<file path="src/rtl/frame_write_controller.sv">
// Capture-domain write sequencer: aligns camera pixels to start-of-frame and
// drives linear addresses, data and enable into the frame buffer write port.
module frame_write_controller #(
   parameter int WIDTH      = 12,
   parameter int DEPTH      = 76800,
   parameter int ADDR_WIDTH = $clog2(DEPTH)
) (
   input  logic                  clk_i,
   input  logic                  rst_ni,
   input  logic                  enable_i,
   input  logic                  single_shot_i,
   input  logic                  clear_errors_i,
   input  logic                  sof_i,
   input  logic                  pixel_valid_i,
   input  logic [WIDTH-1:0]      pixel_data_i,
   output logic                  write_en_o,
   output logic [ADDR_WIDTH-1:0] write_address_o,
   output logic [WIDTH-1:0]      write_data_o,
   output logic                  busy_o,
   output logic                  frame_done_o,
   output logic [15:0]           frame_count_o,
   output logic                  error_short_o,
   output logic                  error_long_o
);

   typedef enum logic [2:0] {
      IDLE     = 3'd0,
      WAIT_SOF = 3'd1,
      CAPTURE  = 3'd2,
      DONE     = 3'd3,
      HALT     = 3'd4
   } state_e;

   localparam logic [ADDR_WIDTH-1:0] LAST_ADDR = ADDR_WIDTH'(DEPTH - 1);

   state_e                state_q, state_d;
   logic [ADDR_WIDTH-1:0] cnt_q, cnt_d;
   logic                  we_q, we_d;
   logic [ADDR_WIDTH-1:0] addr_q, addr_d;
   logic [WIDTH-1:0]      data_q, data_d;
   logic                  done_q, done_d;
   logic [15:0]           count_q, count_d;
   logic                  err_short_q, err_short_d;
   logic                  err_long_q, err_long_d;

   always_ff @(posedge clk_i or negedge rst_ni) begin
      if (!rst_ni) begin
         state_q     <= IDLE;
         cnt_q       <= '0;
         we_q        <= 1'b0;
         addr_q      <= '0;
         data_q      <= '0;
         done_q      <= 1'b0;
         count_q     <= '0;
         err_short_q <= 1'b0;
         err_long_q  <= 1'b0;
      end else begin
         state_q     <= state_d;
         cnt_q       <= cnt_d;
         we_q        <= we_d;
         addr_q      <= addr_d;
         data_q      <= data_d;
         done_q      <= done_d;
         count_q     <= count_d;
         err_short_q <= err_short_d;
         err_long_q  <= err_long_d;
      end
   end

   always_comb begin
      state_d     = state_q;
      cnt_d       = cnt_q;
      we_d        = 1'b0;
      addr_d      = addr_q;
      data_d      = data_q;
      done_d      = 1'b0;
      count_d     = count_q;
      // Clear is applied first so a coincident error event below wins.
      err_short_d = err_short_q & ~clear_errors_i;
      err_long_d  = err_long_q & ~clear_errors_i;

      if (!enable_i) begin
         state_d = IDLE;
         cnt_d   = '0;
      end else begin
         unique case (state_q)
            IDLE: state_d = WAIT_SOF;
            WAIT_SOF, DONE: begin
               if (sof_i) begin
                  state_d = CAPTURE;
                  cnt_d   = '0;
                  if (pixel_valid_i) begin
                     we_d   = 1'b1;
                     addr_d = '0;
                     data_d = pixel_data_i;
                     cnt_d  = ADDR_WIDTH'(1);
                  end
               end else if (pixel_valid_i && state_q == DONE) begin
                  err_long_d = 1'b1;
               end
            end
            CAPTURE: begin
               if (pixel_valid_i && cnt_q == LAST_ADDR) begin
                  // Last pixel wins over a coincident sof_i, which then only
                  // opens the next frame when capture continues.
                  we_d    = 1'b1;
                  addr_d  = cnt_q;
                  data_d  = pixel_data_i;
                  done_d  = 1'b1;
                  count_d = count_q + 16'd1;
                  cnt_d   = '0;
                  if (single_shot_i) state_d = HALT;
                  else if (sof_i)    state_d = CAPTURE;
                  else               state_d = DONE;
               end else if (sof_i) begin
                  err_short_d = 1'b1;
                  cnt_d       = '0;
                  if (pixel_valid_i) begin
                     we_d   = 1'b1;
                     addr_d = '0;
                     data_d = pixel_data_i;
                     cnt_d  = ADDR_WIDTH'(1);
                  end
               end else if (pixel_valid_i) begin
                  we_d   = 1'b1;
                  addr_d = cnt_q;
                  data_d = pixel_data_i;
                  cnt_d  = cnt_q + ADDR_WIDTH'(1);
               end
            end
            HALT: state_d = HALT;
            default: state_d = IDLE;
         endcase
      end
   end

   assign write_en_o      = we_q;
   assign write_address_o = addr_q;
   assign write_data_o    = data_q;
   assign busy_o          = (state_q == CAPTURE);
   assign frame_done_o    = done_q;
   assign frame_count_o   = count_q;
   assign error_short_o   = err_short_q;
   assign error_long_o    = err_long_q;

endmodule

</file>
<file path="config.mk">
export PLATFORM = sky130hd
export DESIGN_NAME = frame_write_controller
export DESIGN_NICKNAME = d
export VERILOG_FILES = /design/src/rtl/frame_write_controller.sv
export SDC_FILE = /design/constraint.sdc
export NUM_CORES = 1
export LEC_CHECK = 0
export ABC_AREA = 1
export CORE_UTILIZATION = 53
export DETAILED_ROUTE_END_ITERATION = 7
export PLACE_DENSITY = 0.84
export SLEW_MARGIN = 0
export SYNTH_ARGS = -nofsm -noshare
export SYNTH_HDL_FRONTEND = slang
export SYNTH_SLANG_ARGS = --single-unit
</file>
<file path="constraint.sdc">
create_clock -name clk_i -period 1.75 [get_ports clk_i]
set_input_delay 0.35 -clock clk_i [delete_from_list [all_inputs] [get_ports clk_i]]
set_output_delay 0.35 -clock clk_i [all_outputs]
set_load 0.01 [all_outputs]
</file>
==> metrics.md <==
| Metric | Value |
|---|---|
| Violations in the final reports | negative hold slack |
| Via count normalized by instance count | 5.407 |
| Number of inserted diodes | 0 |
| Total wire length | 10,630 um |
| Portion of the post-synthesis area used by sequential elements | 43.67% |
| Worst stage delay on the critical path | 0.38 ns |
| Critical R2R Launch | cnt_q[1]$_DFFE_PN0P_ |
| Number of buffers inserted by port buffering | 68 |
| Clock transition at the registers of the reported paths | 0.08 ns |
| Post-route ant nets | 0 |
| Die width | 88.37 um |
| Placeable core area | 7214 um^2 |
| Post-synthesis instance area | 3954 um^2 |
| Cell leakage power | 2.522 nW |
| Maximum operating frequency | 0.5839 GHz |
| Clock Tree Root | sky130_fd_sc_hd__clkbuf_8 |
| Maximum vdd drop | 0.8438 mV |
| H-tree lvl count | 3 |
| Overflow left after global routing | 0 |
| Overall track demand over capacity in global routing | 27.79% |
| Detailed-routing iteration count for the pre-antenna-repair pass | 5 |
| Max Slew Vio Count | 0 |
| Worst setup path start | cnt_q[1]$_DFFE_PN0P_ |
| Final hold slack | -0.01266 ns |
| Critical path start-end classification | register to register |
| Number of antenna violations at the first check in global routing | 0 |
| Ratio of cells with drive above 1 in the final layout | 13.98% |
| Synth-to-layout area growth | 33.92% |
| Number of DRC markers in iteration 0 | 418 |
| Count of synthesis-stage warnings from yosys | 0 |
| Sinks on Clock Net | 69 |
| Min cycle time layout | 1.713 ns |
| Crit path to | frame_count_o[15]$_DFFE_PN0P_ |
| Register bit count reported by yosys | 69 |
| Critical Path RT | 1.99 ns |
| Maximum net fanout on the critical path | 8 |
| Run status | complete, but fails checks |
| Routability Congestion | 0.9173 |
| Pin count of the biggest net entering global routing | 70 |
| Clock Skew | 0.01109 ns |
| Half-perimeter wire length after detailed placement | 7431 um |
| Fill cell count | 533 |
| Wirelength per Cell | 14.04 um |
| Number of cells produced by synthesis | 548 |
| DRC violations left | 0 |
| Slew headroom | 64.25% |
| Number of nets in the finished design | 675 |
| Distinct cell type count after synthesis | 32 |
| Path depth of the worst reg2reg path | 9 |
| Setup tns final | 0 ns |
| Tightest Hold Check Type | input pin to async pin |
| Cell Pwr Density | 1103 nW/um^2 |
| Die outline area | 7809 um^2 |
| Max-Cap Viols | 0 |
| Slowest library cell on the worst path | sky130_fd_sc_hd__dfrtp_1 |
| Worst Max-Slew Pin Slew | 0.5314 ns |
| Highest-count cells in the layout ignoring fill and taps | sky130_fd_sc_hd__nand2_1, sky130_fd_sc_hd__dfrtp_1, sky130_fd_sc_hd__clkdlybuf4s50_1 |
| Row count | 31 |
| Commonest non-fill, non-tap cell in the layout | sky130_fd_sc_hd__nand2_1 |
| Net count after synthesis | 569 |
| R2R Path End | frame_count_o[15]$_DFFE_PN0P_ |
| Clock tree from TritonCTS | done |
| Critical path launch point type | register |
| Mean Syn Cell Area | 7.215 um^2 |
| First-pass GRT wire length | 16,710 um |
| Final Total Pwr | 5.842 mW |
| Worst-path cell chain | ha_2, nand2_2, nor2_4, nand2_2, inv_4, nand4_1, nor2_4, buf_12, o21ai_0 |
| Maximum clock path buffer count | 2 |
| Number of global-route vias before repair | 3,745 |
| Arrival time reported for the critical path endpoint | 1.95 ns |
| Height of the die | 88.37 um |
| Number of buffers created by CTS | 9 |
| Category of the worst setup path capture point | register |
| Insertion delay of the later-clocked pin in the worst-skew pair | 0.36 ns |
| Number of top-level design ports | 69 |
| Initial cell density of the core | 54.80% |
| Vias | 4,093 |
| Fraction of the cycle the final worst path needs | 97.86% |
| Setup slack, reg-to-reg | 0.04 ns |
| Hold violation count in the final report | 6 |
| Final setup violating endpoints | 0 |
==> critical path, delay by kind of cell, from the launching register on <==
family | cells | cell delay, ns
buffers and inverters | 2 | 0.24
adders and majority gates | 1 | 0.20
DFF | 1 | 0.38
AOI/OAI and AO/OA | 1 | 0.07
and+or+nand+nor | 5 | 0.70
==> per-layer routing <==
| metal | global-route usage [%] | share of wire (%) | up-vias |
|---|---|---|---|
| met5 | 0 | 0 | - |
| met4 | 10.26 | 2.2 | 0 |
| met3 | 5.784 | 7.1 | 30 |
| met2 | 44.83 | 49 | 173 |
| met1 | 37.08 | 42 | 1930 |
| li1 | - | - | 1960 |
==> cells in the mapped netlist <==
cell type                  number  share of area (%)
sky130_fd_sc_hd__a21oi_1        2               0.25
sky130_fd_sc_hd__a21oi_4        1               0.41
sky130_fd_sc_hd__a32o_1         1               0.25
sky130_fd_sc_hd__buf_2          8                1.0
sky130_fd_sc_hd__buf_4          1               0.19
sky130_fd_sc_hd__buf_6          4                1.1
sky130_fd_sc_hd__clkbuf_1       4               0.38
sky130_fd_sc_hd__clkinv_2       1               0.13
sky130_fd_sc_hd__dfrtp_1       69                 44
sky130_fd_sc_hd__ha_1           2               0.63
sky130_fd_sc_hd__inv_1         59                5.6
sky130_fd_sc_hd__inv_2          4               0.38
sky130_fd_sc_hd__inv_4          2               0.32
sky130_fd_sc_hd__nand2_1      196                 19
sky130_fd_sc_hd__nand2_2        2               0.32
sky130_fd_sc_hd__nand2_4        4                1.1
sky130_fd_sc_hd__nand3_1       57                7.2
sky130_fd_sc_hd__nand3_2        1               0.25
sky130_fd_sc_hd__nand4_1       15                2.4
sky130_fd_sc_hd__nor2_1        41                3.9
sky130_fd_sc_hd__nor2_2         3               0.47
sky130_fd_sc_hd__nor2_4         5                1.4
sky130_fd_sc_hd__nor3_1        11                1.4
sky130_fd_sc_hd__nor4_1         2               0.32
sky130_fd_sc_hd__o21ai_0       26                3.3
sky130_fd_sc_hd__o21ai_1        7               0.89
sky130_fd_sc_hd__o21ai_2        1               0.22
sky130_fd_sc_hd__o21bai_1       1               0.19
sky130_fd_sc_hd__o22ai_1        5               0.79
sky130_fd_sc_hd__o31ai_1        1               0.19
sky130_fd_sc_hd__xnor2_1        1               0.22
sky130_fd_sc_hd__xor2_1        11                2.4
==> final cells by class <==
cell class	instances	area, um^2	share of cell area [%]
repair buffers	111	1047	19.78
inverters	66	255.2	4.820
well taps	99	123.9	2.339
flip-flops and latches	69	1730	32.68
multi-input cells	397	1926	36.37
clock buffers	10	137.6	2.599
clock inverters	5	75.07	1.418
==> metrics by stage <==
stage | cell area, um^2 | hold WS [ns] | setup WS [ns] | cells | utilization [%]
2_1_floorplan | 3954 | 0.05441 | 0.1591 | 548 | -
5_1_grt | 5295 | 0.02426 | -0.03981 | 757 | 73.40
6_report | 5295 | -0.01266 | 0.03741 | 757 | 73.40
3_5_place_dp | 4951 | 0.4102 | -0.2476 | 732 | 68.63
3_3_place_gp | 4951 | 0.3997 | -0.1509 | 732 | 68.63
4_1_cts | 5165 | 0.02753 | 0.005109 | 747 | 71.59
==> where the power goes <==
group	leakage [nW]	total [mW]	internal, mW	switching, mW
sequential	0.876	2.11	1.90	0.205
combinational	1.53	2.30	1.08	1.23
clock	0.112	1.43	0.826	0.607
==> worst min-delay path by stage <==
stage / from / end / slack [ns] / cells after the start
detailed placement: rst_ni / frame_count_o[7]$_DFFE_PN0P_ / 0.41 / 2
CTS: rst_ni / frame_count_o[7]$_DFFE_PN0P_ / 0.03 / 2
global placement: rst_ni / frame_count_o[7]$_DFFE_PN0P_ / 0.40 / 2
floorplan: rst_ni / async pin / 0.05 / 0
global route: rst_ni / frame_count_o[7]$_DFFE_PN0P_ / 0.02 / 2
finish: rst_ni / frame_count_o[14]$_DFFE_PN0P_ / -0.01 / 2
==> what timing repair did <==
| item | CTS | global route |
|---|---|---|
| setup buffers | 0 | 9 |
| endpoints found under the setup margin | 2 | 50 |
| endpoints found under the hold margin | 0 | 0 |
| cloned | 0 | 1 |
| pin swaps | 0 | 6 |
| hold buffers | 0 | 0 |
| gates resized for setup | 2 | 15 |
==> cell families after synthesis <==
group / count (synthesis) / synth area share (%)
XOR/XNOR: 12 / 2.658
adder cells (fa/ha/maj): 2 / 0.6328
buffers and inverters: 83 / 9.145
flip-flops: 69 / 43.67
AND/OR/NAND/NOR: 337 / 37.40
AO/OA/AOI/OAI: 45 / 6.487
(Power assumes the default switching activity.)
